File: src/rtl/systolic_result_drain.sv
// Read-out end of the NxN systolic array: waits out a job, snapshots every PE
// accumulator, clears the PEs and streams the results row-major over valid/ready.
module systolic_result_drain #(
  parameter int unsigned N        = 4,
  parameter int unsigned DATA_W   = 32,
  parameter int unsigned PIPE_LAT = 2
) (
  input  logic                       clk,
  input  logic                       rst,
  input  logic                       start,
  input  logic [15:0]                k_len,
  input  logic [N*N*DATA_W-1:0]      pe_res,
  output logic                       pe_rst_n,
  output logic [DATA_W-1:0]          out_data,
  output logic                       out_valid,
  input  logic                       out_ready,
  output logic                       out_last,
  output logic [$clog2(N*N)-1:0]     out_idx,
  output logic                       busy,
  output logic                       done
);

  localparam int unsigned NW      = N * N;
  localparam int unsigned IDX_W   = $clog2(NW);
  localparam int unsigned CNT_W   = 17;
  localparam int unsigned CNT_ADD = 2 * (N - 1) + PIPE_LAT - 1;
  localparam logic [IDX_W-1:0] LAST_IDX = IDX_W'(NW - 1);

  typedef enum logic [2:0] {
    S_IDLE,
    S_WAIT,
    S_CAPTURE,
    S_STREAM,
    S_DONE
  } state_t;

  state_t              r_state;
  logic [CNT_W-1:0]    r_cnt;
  logic [IDX_W-1:0]    r_idx;
  logic                r_pe_clr;
  logic [DATA_W-1:0]   r_buf [NW];
  logic [DATA_W-1:0]   r_out_data;
  logic                r_out_valid;
  logic                r_out_last;
  logic                r_busy;
  logic                r_done;

  state_t              w_state_nxt;
  logic [CNT_W-1:0]    w_cnt_nxt;
  logic [IDX_W-1:0]    w_idx_nxt;
  logic                w_pe_clr_nxt;
  logic [DATA_W-1:0]   w_out_data_nxt;
  logic                w_valid_nxt;
  logic                w_last_nxt;
  logic                w_busy_nxt;
  logic                w_done_nxt;
  logic                w_capture;
  logic                w_xfer;

  assign w_xfer = r_out_valid & out_ready;

  // Next-state and next-output logic; registered outputs are loaded from these.
  always_comb begin
    w_state_nxt    = r_state;
    w_cnt_nxt      = r_cnt;
    w_idx_nxt      = r_idx;
    w_pe_clr_nxt   = 1'b1;
    w_out_data_nxt = r_out_data;
    w_valid_nxt    = 1'b0;
    w_done_nxt     = 1'b0;
    w_capture      = 1'b0;

    case (r_state)
      S_IDLE: begin
        if (start && (k_len != 16'd0)) begin
          w_cnt_nxt   = CNT_W'(k_len) + CNT_W'(CNT_ADD);
          w_state_nxt = S_WAIT;
        end
      end
      S_WAIT: begin
        if (r_cnt == CNT_W'(0)) begin
          w_state_nxt = S_CAPTURE;
        end else begin
          w_cnt_nxt = r_cnt - CNT_W'(1);
        end
      end
      S_CAPTURE: begin
        // Snapshot lands this edge, so word 0 is taken straight from the array.
        w_capture      = 1'b1;
        w_pe_clr_nxt   = 1'b0;
        w_idx_nxt      = '0;
        w_valid_nxt    = 1'b1;
        w_out_data_nxt = pe_res[DATA_W-1:0];
        w_state_nxt    = S_STREAM;
      end
      S_STREAM: begin
        w_valid_nxt = 1'b1;
        if (w_xfer) begin
          if (r_idx == LAST_IDX) begin
            w_valid_nxt = 1'b0;
            w_done_nxt  = 1'b1;
            w_state_nxt = S_DONE;
          end else begin
            w_idx_nxt      = r_idx + IDX_W'(1);
            w_out_data_nxt = r_buf[w_idx_nxt];
          end
        end
      end
      S_DONE: begin
        w_idx_nxt   = '0;
        w_state_nxt = S_IDLE;
      end
      default: begin
        w_state_nxt = S_IDLE;
      end
    endcase

    w_busy_nxt = (w_state_nxt != S_IDLE);
    w_last_nxt = w_valid_nxt && (w_idx_nxt == LAST_IDX);
  end

  // State and registered outputs.
  always_ff @(posedge clk or negedge rst) begin
    if (!rst) begin
      r_state     <= S_IDLE;
      r_cnt       <= '0;
      r_idx       <= '0;
      r_pe_clr    <= 1'b1;
      r_out_data  <= '0;
      r_out_valid <= 1'b0;
      r_out_last  <= 1'b0;
      r_busy      <= 1'b0;
      r_done      <= 1'b0;
    end else begin
      r_state     <= w_state_nxt;
      r_cnt       <= w_cnt_nxt;
      r_idx       <= w_idx_nxt;
      r_pe_clr    <= w_pe_clr_nxt;
      r_out_data  <= w_out_data_nxt;
      r_out_valid <= w_valid_nxt;
      r_out_last  <= w_last_nxt;
      r_busy      <= w_busy_nxt;
      r_done      <= w_done_nxt;
    end
  end

  // Snapshot buffer isolates the stream from the array once the PEs are cleared.
  always_ff @(posedge clk or negedge rst) begin
    if (!rst) begin
      for (int i = 0; i < NW; i++) begin
        r_buf[i] <= '0;
      end
    end else if (w_capture) begin
      for (int i = 0; i < NW; i++) begin
        r_buf[i] <= pe_res[i*DATA_W +: DATA_W];
      end
    end
  end

  assign pe_rst_n  = rst & r_pe_clr;
  assign out_data  = r_out_data;
  assign out_valid = r_out_valid;
  assign out_last  = r_out_last;
  assign out_idx   = r_idx;
  assign busy      = r_busy;
  assign done      = r_done;

endmodule

File: config.mk
export PLATFORM = sky130hd
export DESIGN_NAME = systolic_result_drain
export DESIGN_NICKNAME = d
export VERILOG_FILES = /design/src/rtl/systolic_result_drain.sv
export SDC_FILE = /design/constraint.sdc
export NUM_CORES = 1
export LEC_CHECK = 0
export BUFFER_PORTS_ARGS = -buffer_cell sky130_fd_sc_hd__buf_4
export CAP_MARGIN = 10
export CORE_ASPECT_RATIO = 2
export CORE_UTILIZATION = 23
export DETAILED_ROUTE_END_ITERATION = 10
export MAX_ROUTING_LAYER = met4
export PLACE_DENSITY = 0.49
export SLEW_MARGIN = 20
export SYNTH_ARGS = -nofsm -noshare
export SYNTH_HDL_FRONTEND = slang
export SYNTH_SLANG_ARGS = --single-unit
File: constraint.sdc
create_clock -name clk -period 3.8 [get_ports clk]
set_clock_uncertainty 0.05 [all_clocks]
set_input_delay 0.19 -clock clk [delete_from_list [all_inputs] [get_ports clk]]
set_output_delay 0.19 -clock clk [all_outputs]
set_load 0.1 [all_outputs]
=== Word level (Yosys, flattened, before mapping) ===
Index checks and enable logic that the tools add are counted.

* Register bits after elaboration: 573
* Input bits: 532
* Logic and storage cells: 78

* Add/sub/neg operators: 3
* $lt $le $gt $ge: 1
* Equality and inequality tests: 10
* Mux-type cells: 25
* Bitwise logic cells: 3
* Reduce and logical (&&, ||, !) cells: 11

{| class="wikitable"
|+ Operator list
! operator !! count
|-
| $bmux 32 s4 || 1
|-
| $mux 32 || 4
|-
| $pmux 32 s2 || 1
|-
| $mux 17 || 2
|-
| $pmux 17 s2 || 1
|-
| $add 16x3->17 const B || 1
|-
| $logic_not 17->1 || 1
|-
| $sub 17x1->17 const B || 1
|-
| $reduce_bool 16->1 || 1
|-
| $mux 3 || 4
|-
| $pmux 3 s4 || 1
|-
| $eq 4x4->1 const B || 2
|-
| $mux 4 || 2
|-
| $ne 2x2->1 const B || 4
|-
| $pmux 4 s2 || 1
|-
| $mux 1 || 7
|-
| $eq 3x2->1 const B || 2
|-
| $reduce_and 3->1 || 2
|-
| $ge 5x5->1 const B || 1
|-
| $not 4->5 || 1
|-
| $add 4x1->4 const B || 1
|-
| $reduce_bool 2->1 || 2
|-
| $eq 3x1->1 const B || 1
|-
| $eq 3x3->1 const B || 1
|-
| other kinds (6) || 8
|}

=== Depth between registers and ports, before layout ===
Gate-level depths: netlist (run 1).

* Depth in word-level cells: 8
* Gate-level depth with buffers: 9
* Depth with buffers taken out: 8

=== Worst setup path after synthesis (run 1) ===
Ideal clock, no wire load.

* Path kind: register -> register
* From: register r_idx[1] (netlist: out_idx[1])
* To: register r_out_data[2] (netlist: out_data[2])
* Library setup time: 137 ps
* Data arrival time: 2594 ps
* Data required time: 3613 ps
* Slack: 1019 ps
* Cell stages (with the launch flop): 9
* Path buffers: 2
* Cell sequence: dfrtp_1 ha_1 clkbuf_1 clkbuf_1 mux4_2 nand2_1 a21oi_1 a211oi_1 a21oi_1

* Longest elaborated chain between the ends: 8

{| class="wikitable"
|+ RTL lines
! item !! RTL line !! source
|-
| start, declared || 39 || <nowiki>logic [IDX_W-1:0] r_idx;</nowiki>
|-
| start signal, assigned || 137 || <nowiki>r_idx <= w_idx_nxt;</nowiki>
|-
| $add 4x1->4 || 104 || <nowiki>w_idx_nxt = r_idx + IDX_W'(1);</nowiki>
|-
| $not 4->5 (not written as such) || 105 || <nowiki>w_out_data_nxt = r_buf[w_idx_nxt];</nowiki>
|-
| $bmux 32 s4 || 105 ||
|-
| $mux 32 (not written as such) (2 in series) || 105 ||
|-
| $mux 32 || 99 || <nowiki>if (r_idx == LAST_IDX) begin</nowiki>
|-
| $mux 32 || 98 || <nowiki>if (w_xfer) begin</nowiki>
|-
| $pmux 32 s2 || 73 || <nowiki>case (r_state)</nowiki>
|-
| end signal, assigned || 139 || <nowiki>r_out_data <= w_out_data_nxt;</nowiki>
|-
| end, declared || 42 || <nowiki>logic [DATA_W-1:0] r_out_data;</nowiki>
|}

Parallel ways exist; a longest one is shown, timed or not. The select of a mux whose other input is x is not followed.
A chain may end at the register's enable or synchronous reset.

=== Worst setup path after layout (run 1) ===
* From: register r_state[2]
* To: register r_cnt[16]

* Longest elaborated chain between the ends: 3

{| class="wikitable"
|+ RTL lines
! item !! RTL line !! source
|-
| start, declared || 37 || <nowiki>state_t r_state;</nowiki>
|-
| start signal, assigned || 135 || <nowiki>r_state <= w_state_nxt;</nowiki>
|-
| $eq 3x1->1 or $logic_not 3->1 (tied branches) || 73 ||
|-
| $ne 2x2->1 (no line) or $reduce_bool 2->1 (tied branches) || - ||
|-
| $reduce_and 3->1 (no line) || - ||
|-
| end signal, assigned || 136 || <nowiki>r_cnt <= w_cnt_nxt;</nowiki>
|-
| end, declared || 38 || <nowiki>logic [CNT_W-1:0] r_cnt;</nowiki>
|}

Parallel ways exist; a longest one is shown, timed or not.

==> flow_summary.ini, run 1 <==
[setup_path]
reg2reg_to = r_cnt[16]
endpoint_kind = register
critPathArrivalTime_ns = 3.48
critical_path_class = register to register
reg2reg_from = r_state[2]
cp_num_buf_inv = 2
r2r_cells = 7
start_kind = register
cp.required_ns = 4.28
worst_path_largest_cell_delay_ns = 0.56
ff2ff_setup_slack_ns = 0.81
crit_path_max_fanout = 13
cp_top_family = buffers and inverters
cp_cell_sequence = nor2_1 -> nand2_1 -> nand3_1 -> dlygate4sd3_1 -> o32a_1 -> dlygate4sd3_1 -> o22ai_1
worst_path_most_repeated_cell = dlygate4sd3_1
crit_slowest_cell = dlygate4sd3_1

[synthesis]
async_reset_ff_frac = 1.00
syn-cell-area_sq_um = 26200
ys_types = 50
synth_edf_count = 0
ys.flop_type = dfrtp_1
synth_seq_cells = 573
ys_seq_area_frac = 0.547
syn_area_per_cell_sq_um = 9.01
synth_fp_nets = 3447
postSynthCellCount = 2911
yosysWarnings = 0

[route]
route.detailed.drc = 0
vias = 24200
routed_wl_mm = 118
wl_per_cell_um = 21.5
first_pass_iters = 5
routed_via_density = 4.40
ant_nets = 0
drtIter0Drc = 1373

[pwr]
power_density_nw_per_um2 = 871
p_comb_frac = 0.498
ir_drop_v = 0.000726
total_power_mw = 34.6
p_switching_mw = 15.7
seq_power_share = 0.318
p_clk_frac = 0.183
p_int_mw = 18.9
swShare = 0.453
p_leak_nw = 19.4

[die]
dieArea_sq_um = 116000
initial_core_util = 0.233
die_x_um = 241
core-area_sq_um = 113000
die_height_um = 480
num_rows = 174
io_pins = 573

[cts]
worstSkewPairLatency_ns = 0.67
cts_made_buffers = 59
root_buffer = clkbuf_16
cts_resized = 0
clockBufferDepth = 3
cts_tree = built
cts_max_level = 2
clock_sinks = 573
clk_pin_slew_ns = 0.07

[finish]
seq_area_sq_um = 14300
multi_input_area_sq_um = 11200
fillers = 11600
layout.nets = 4473
drive_gt1_frac = 0.216
final_core_util = 0.352
final_cells = 5498
syn2layout_area_growth_pct = 51.4

[job]
maxCapViolations = 0

[run_status]
status = finished, final reports clean

[timing]
timing.final.crit_share = 0.788
setup_slack_ns = 0.807
setup_violations = 0
worstMarginPinSlew_ns = 1.08
tns_ns = 0
min_period_ns = 2.99
slew_violations = 0
timing_hold_violations_final = 0
fmax_ghz = 0.334
rsz0062_at_grt = false
slew-limit-headroom = 0.280

[hold_path]
min_path_type = input port to async pin

[placement]
place_ws_ns = 0.927
hpwl_mm = 84.6
dpl.cell_count = 4840
portBuffers = 572
gp_congestion = 0.865

[grt]
grt_pass1_vias = 25900
grt-ovfl-total = 0
grt_antenna_before_repair = 12
grtUsageTotal = 0.208
grt_pass1_wl_mm = 169
grt_max_degree = 196
-- placed cells by master, fill, tap and decap left out, types with 2 or more instances in the layout --
master,count
nor2b_1,4
o21ai_1,3
buf_12,18
clkbuf_16,59
inv_1,8
inv_6,3
clkbuf_1,4
xnor2_1,6
clkinv_2,13
dfrtp_1,571
o21ai_0,11
and3_1,3
xor2_1,9
clkbuf_8,12
dlygate4sd3_1,532
nand2_1,1692
nor3_1,9
bufinv_16,7
nor4_1,5
nand4_1,6
nor2_1,56
nor4b_1,2
ha_1,3
inv_8,3
a21oi_1,123
mux4_2,128
clkinvlp_4,6
a211oi_1,32
buf_4,593
nand2b_1,5
diode_2,16
nand3_1,16
a22o_1,2
or3_1,3
o22ai_1,3
clkinv_4,4
and2_1,4
-- per-stage QoR --
stage | hold WS, ns | cell area [sq um]
global placement | 0.218 | 32300
floorplan | -0.156 | 26200
finish | 0.0432 | 39700
global route | 0.0826 | 39700
CTS | 0.0400 | 39700
detailed placement | 0.215 | 32300
-- area by class of cell --
class                      count  share of cell area
antenna                       16             0.00101
clock buffer                  75              0.0417
clock inverter                35              0.0102
inverter                       9             0.00104
multi-input combinational   2150               0.282
sequential                   573               0.361
tap                         1496              0.0471
timing repair buffer        1144               0.256
-- power groups by stage --
| stage | clock network, mW | registers [mW] | logic, mW |
|---|---|---|---|
| finish | 6.35 | 11.0 | 17.2 |
| CTS | 6.52 | 11.0 | 17.9 |
| global route | 6.74 | 11.4 | 19.0 |
| detailed placement | 0 | 11.1 | 17.4 |
| global placement | 0 | 11.1 | 17.3 |
| floorplan | 0 | 11.8 | 9.68 |
-- sequential cells by signal, indices dropped and copies added (netlist names) --
name       cells
out_idx        4
out_data      32
r_buf        512
busy           1
r_cnt         17
r_state        3
r_pe_clr       1
out_last       1
out_valid      1
done           1
-- metal layers --
layer / global-route usage / part of all wire / vias to the layer above
met4: 0.0856 / 0.044 / 0
met5: - / 0 / -
met2: 0.366 / 0.52 / 754
met3: 0.0267 / 0.045 / 182
met1: 0.235 / 0.39 / 11800
li1: - / - / 11500
-- kinds of logic (layout without fill, tap and decap cells) --
family                     count (synthesis)  after routing  synth area share
AOI/OAI and AO/OA                        187            187            0.0411
muxes                                    128            128             0.110
buffers and inverters                    188           1263            0.0288
xor gates and xnor gates                  17             17           0.00567
and+or+nand+nor                         1814           1814             0.266
other                                      0             16                 0
adders and majority gates                  4              4           0.00191
DFF                                      573            573             0.547
-- Yosys cell counts (2+ instances only) --
library cell  number  area (sq um)
buf_1              6          22.5
dfrtp_1          572         14300
nand4_1            6          37.5
nor4_1             5          31.3
and3_1             3          18.8
and2_1             4          25.0
nor2b_1            4          25.0
xnor2_1            7          61.3
buf_4              2          15.0
clkbuf_1         141           529
inv_1              8          30.0
o22ai_1            3          18.8
mux4_2           128          2880
nand2b_1           5          31.3
o21ai_1            3          15.0
nor3_1             9          45.0
a22o_1             2          17.5
a211oi_1          32           240
nand2_1         1692          6350
nand3_1           17          85.1
nor4b_1            2          17.5
a21oi_1          124           621
buf_2             29           145
ha_1               4          50.1
nor2_1            57           214
xor2_1            10          87.6
o21ai_0           11          55.1
or3_1              3          18.8
-- what timing repair did --
action / 4_1_cts / 5_1_grt
setup buffers: 0 / 0
hold endpoints to repair: 632 / 0
hold buffers: 532 / 0
setup endpoints to repair: 0 / 0
-- how the worst max path moves through the flow --
stage | from | end | slack, ns | depth (start not counted)
finish | r_state[2] | r_cnt[16] | 0.81 | 7
global route | r_state[2] | r_cnt[16] | 0.69 | 7
CTS | r_state[2] | r_cnt[16] | 0.80 | 7
detailed placement | out_idx[0] | out_data[17] | 0.93 | 7
global placement | out_idx[0] | out_data[17] | 0.92 | 7
floorplan | out_idx[1] | out_data[2] | 1.02 | 8
Power figures use the tool's default switching activity.
==> run 2, diff against run 1 <==
Settings changed: PLACE_DENSITY 0.49 to 0.51.
Clock period 3.8 ns to 2.6 ns, I/O delays scaled along.
==> run 2 against run 1 <==
Net effect:
- first-iteration DRC count grew 18%
- register-to-register slack lost 0.74 ns
- sequential cell count is the same
- non-clock buffer count grew 44
- worst hold slack lost 0.026 ns
- setup slack lost 0.74 ns
- final area grew 1.2%
- core utilization grew 0.42 points
- critical endpoint is now out_data[18]
- largest power group unchanged
==> flow_summary.ini, run 2 (same netlist as run 1, synthesis figures left out) <==
[grt]
grtUsageMet2 = 0.415
grtUsageTotal = 0.226
grt-busiest-layer = met2
grt.met3_usage = 0.0264
grt-ovfl-total = 0
grt_pass1_vias = 26200
grt_max_degree = 129
grt_antenna_before_repair = 17
grt_pass1_wl_mm = 180
grtUsageMet1 = 0.245

[route]
routed_via_density = 4.48
first_pass_iters = 5
routed_wl_mm = 128
ant_nets = 0
wl_per_cell_um = 23.1
vias = 24800
route.detailed.drc = 0
drtIter0Drc = 1617

[die]
initial_core_util = 0.233
die_height_um = 480
die_x_um = 241
num_rows = 174
dieArea_sq_um = 116000
core-area_sq_um = 113000
io_pins = 573

[timing]
rsz0062_at_grt = true
setup_violations = 0
timing.hold.ws_ns = 0.0177
worstMarginPinSlew_ns = 0.781
slew_violations = 0
setup_slack_ns = 0.0711
timing.final.crit_share = 0.973
timing_hold_violations_final = 0
min_period_ns = 2.53
fmax_ghz = 0.395
slew-limit-headroom = 0.480

[setup_path]
reg2reg_from = out_idx[0]
crit_path_start = out_idx[0]
start_kind = register
reg2reg_to = out_data[18]
cp.required_ns = 3.07
endpoint_kind = register
r2r_cells = 7
critical_path_class = register to register
worst_path_most_repeated_cell = a21oi_1
crit_slowest_cell = dfrtp_4
cp_cell_sequence = ha_4 -> buf_12 -> mux4_2 -> nand2_1 -> a21oi_1 -> a211oi_1 -> a21oi_1
crit_path_max_fanout = 56
worst_path_largest_cell_delay_ns = 0.54
critPathArrivalTime_ns = 3.00
setup.worst_path.end = out_data[18]
ff2ff_setup_slack_ns = 0.07

[placement]
portBuffers = 572
gp_congestion = 0.887
hpwl_mm = 96.4
dpl-instance-area_sq_um = 32700
place_ws_ns = 0.0223

[cts]
cts_made_buffers = 58
clock_sinks = 573
clockBufferDepth = 3
clk_pin_slew_ns = 0.07
cts_max_level = 2
cts_tree = built
worstSkewPairLatency_ns = 0.69
cts_setup_buffers = 0
root_buffer = clkbuf_16

[finish]
largest_reg_flops = 512
syn2layout_area_growth_pct = 53.2
top_register = r_buf
layout.nets = 4516
fillers = 11500
stdcell_area_sq_um = 40200
final_common_cell = nand2_1
drive_gt1_frac = 0.222
final_cell_mix = nand2_1 (1692), buf_4 (623), dfrtp_1 (570)

[run_status]
status = finished, final reports clean

[pwr]
ir_drop_v = 0.00116
power_density_nw_per_um2 = 1270
total_power_mw = 51.1
p_leak_nw = 19.6

[hold_path]
min_path_type = input port to async pin

[job]
maxCapViolations = 0
==> run 2: metal layers <==
metal | wire length, um | up-vias
li1 | - | 11500
met1 | 47400 | 12200
met2 | 68700 | 890
met3 | 6420 | 198
met4 | 5220 | 0
met5 | 0 | -
==> run 2: metrics by stage <==
| step | utilization | instances | TNS [ns] |
|---|---|---|---|
| 6_report | 0.356 | 5537 | 0 |
| 5_1_grt | 0.356 | 5532 | -0.0121 |
| 4_1_cts | 0.356 | 5521 | 0 |
| 3_5_place_dp | 0.290 | 4880 | 0 |
| 3_3_place_gp | 0.290 | 4880 | 0 |
| 2_1_floorplan | - | 2911 | 0 |
==> run 2: cell type report <==
type / instances / area (sq um) / area share
diodes: 16 / 40.0 / 0.000996
clock buffers: 80 / 1660 / 0.0414
clock inverters: 25 / 394 / 0.00981
inverters: 9 / 41.3 / 0.00103
multi-input cells: 2150 / 11200 / 0.279
flip-flops and latches: 573 / 14300 / 0.357
well taps: 1496 / 1870 / 0.0466
repair buffers: 1188 / 10600 / 0.264
==> run 2: power by group <==
part	leakage, nW	switching [mW]	internal [mW]	total, mW
Clock	0.996	4.00	5.29	9.29
Sequential	7.03	3.50	13.4	16.9
Combinational	11.6	15.5	9.44	24.9
Total	19.6	23.0	28.1	51.1
==> run 2: repair_timing <==
item	in CTS	in global routing
setup endpoints to repair	1	3
hold buffers	536	0
gates cloned	0	0
endpoints found under the hold margin	712	0
resized for setup	1	0
==> run 2: worst min-delay path by stage <==
stage          slack, ns  start  cells past startpoint          to
2_1_floorplan      -0.22    rst                      0        busy
3_3_place_gp        0.03    rst                      1  r_buf[336]
3_5_place_dp        0.03    rst                      1  r_buf[336]
4_1_cts            0.002    rst                      3  r_buf[336]
5_1_grt             0.03    rst                      3  r_buf[336]
6_report            0.02    rst                      3  r_buf[336]
==> run 2: critical path: cells and delay by family (launching register included) <==
kind / cells / cell delay [ns]
and+or+nand+nor: 1 / 0.18
DFF: 1 / 0.54
buffers and inverters: 1 / 0.33
adders and majority gates: 1 / 0.32
muxes: 1 / 0.44
AOI/OAI and AO/OA: 3 / 0.45
==> run 3, diff against run 2 <==
Settings changed: CAP_MARGIN 10 to 20, CORE_UTILIZATION 23 to 30, PLACE_DENSITY 0.51 to 0.6.
==> run 3 against run 2 <==
Net effect:
- highest routed layer unchanged
- largest power group unchanged
- fmax increased by 3.4%
- final cell count shrank 6.1%
- clock power down 2.6%
==> flow_summary.ini, run 3 (same netlist as run 1, synthesis figures left out) <==
[finish]
drive_gt1_frac = 0.220
seq_area_sq_um = 14300
syn2layout_area_growth_pct = 50.9
multi_input_area_sq_um = 11200
largest_reg_flops = 512
fillers = 7984
top_register = r_buf
layout.nets = 4504
final_cell_mix = nand2_1 (1692), buf_4 (617), dfrtp_1 (570)
final_common_cell = nand2_1

[pwr]
ir_drop_v = 0.000819
power_density_nw_per_um2 = 1270
p_leak_nw = 19.5

[setup_path]
crit_path_max_fanout = 34
cp_num_buf_inv = 2
endpoint_kind = register
cp.required_ns = 3.05
cp_cell_sequence = ha_4 -> buf_12 -> buf_4 -> mux4_2 -> nand2_1 -> a21oi_1 -> a211oi_1 -> a21oi_1
start_kind = register
worst_path_most_repeated_cell = a21oi_1
worst_path_largest_cell_delay_ns = 0.54
reg2reg_to = out_data[0]
reg2reg_from = out_idx[0]
cp_top_family = flip-flops
critPathArrivalTime_ns = 2.90
crit_slowest_cell = dfrtp_4
cp.depth = 8
critical_path_class = register to register
ff2ff_setup_slack_ns = 0.15
r2r_cells = 8

[placement]
gp_congestion = 0.932
portBuffers = 572
hpwl_mm = 82.8

[timing]
slew_violations = 0
tns_ns = 0
setup_violations = 0
fmax_ghz = 0.409
timing.final.crit_share = 0.941
timing.hold.ws_ns = 0.154
worstMarginPinSlew_ns = 0.930
timing_hold_violations_final = 0
min_period_ns = 2.45
rsz0062_at_grt = false
slew-limit-headroom = 0.380

[cts]
clk_pin_slew_ns = 0.07
cts_made_buffers = 56
root_buffer = clkbuf_16
cts_resized = 0
cts_max_level = 2
cts_tree = built
clockBufferDepth = 3
clock_sinks = 573
worstSkewPairLatency_ns = 0.64

[route]
drtIter0Drc = 2253
wl_per_cell_um = 22.3
met2WireLength_mm = 58.9
route.detailed.drc = 0
highest_layer = met4
routed_via_density = 4.87
first_pass_iters = 5
vias = 25300
wl_met1_mm = 43.3
ant_nets = 0
routed_wl_mm = 116
wl_met3_mm = 7.27

[grt]
grt_max_degree = 155
grt_pass1_wl_mm = 168
grtUsageTotal = 0.268
grt_antenna_before_repair = 29
grt_pass1_vias = 26400
grt-ovfl-total = 0

[die]
dieArea_sq_um = 88700
die_height_um = 420
initial_core_util = 0.303
num_rows = 153
die_x_um = 211
io_pins = 573
core-area_sq_um = 86700

[hold_path]
min_path_type = input port to async pin

[job]
maxCapViolations = 0

[run_status]
status = finished, final reports clean
-- run 3: cell count changes in the layout (fill, tap and decap cells not counted), sizes merged --
cell,previous run,this run
inv,12,15
clkinv,9,13
clkinvlp,5,6
dlygate4sd3,535,537
clkbuf,80,70
diode,16,23
bufinv,8,10
buf,653,641
-- run 3: metrics by stage --
stage	worst slack [ns]	util	cells	cell area, sq um	power (mW)
after detailed placement	0.180	0.371	4534	32100	40.9
after global placement	0.114	0.371	4534	32100	40.6
after global routing	0.0444	0.456	5197	39600	53.5
after floorplan	0.0580	-	2911	26200	31.4
final	0.154	0.457	5200	39600	50.4
after CTS	0.146	0.456	5177	39500	50.8
-- run 3: how the worst max path moves through the flow --
stage               slack, ns           end        from
floorplan                0.06   out_data[2]  out_idx[1]
global route             0.04  out_data[31]  out_idx[0]
CTS                      0.15   out_data[0]  out_idx[0]
global placement         0.11  out_data[31]  out_idx[0]
detailed placement       0.18  out_data[31]  out_idx[0]
finish                   0.15   out_data[0]  out_idx[0]
-- run 3: routing by layer --
layer / vias up / global-route usage
met2: 1162 / 0.459
met5: - / -
met1: 12300 / 0.301
met3: 281 / 0.0422
met4: 0 / 0.134
li1: 11500 / -
-- run 3: area by class of cell --
class,count,share of cell area
Antenna cell,23,0.00145
Clock buffer,70,0.0385
Clock inverter,35,0.0120
Inverter,9,0.00104
Multi-Input combinational cell,2150,0.283
Sequential cell,573,0.362
Tap cell,1162,0.0367
Timing Repair Buffer,1178,0.265
-- run 3: report_power, final --
part / leakage [nW] / internal, mW / switching [mW] / total, mW
logic: 11.5 / 9.42 / 15.3 / 24.7
clock network: 0.970 / 5.20 / 3.85 / 9.05
registers: 7.03 / 13.4 / 3.20 / 16.6
total: 19.5 / 28.0 / 22.4 / 50.4
-- run 3: tightest hold or removal path, delay by kind of cell --
family | cells | cell delay (ns)
buffers and inverters | 3 | 1.04
-- run 3: timing repair --
item,CTS,global route
endpoints found under the hold margin,1011,0
hold buffers,538,0
buffers inserted,0,0
setup endpoints to repair,0,0
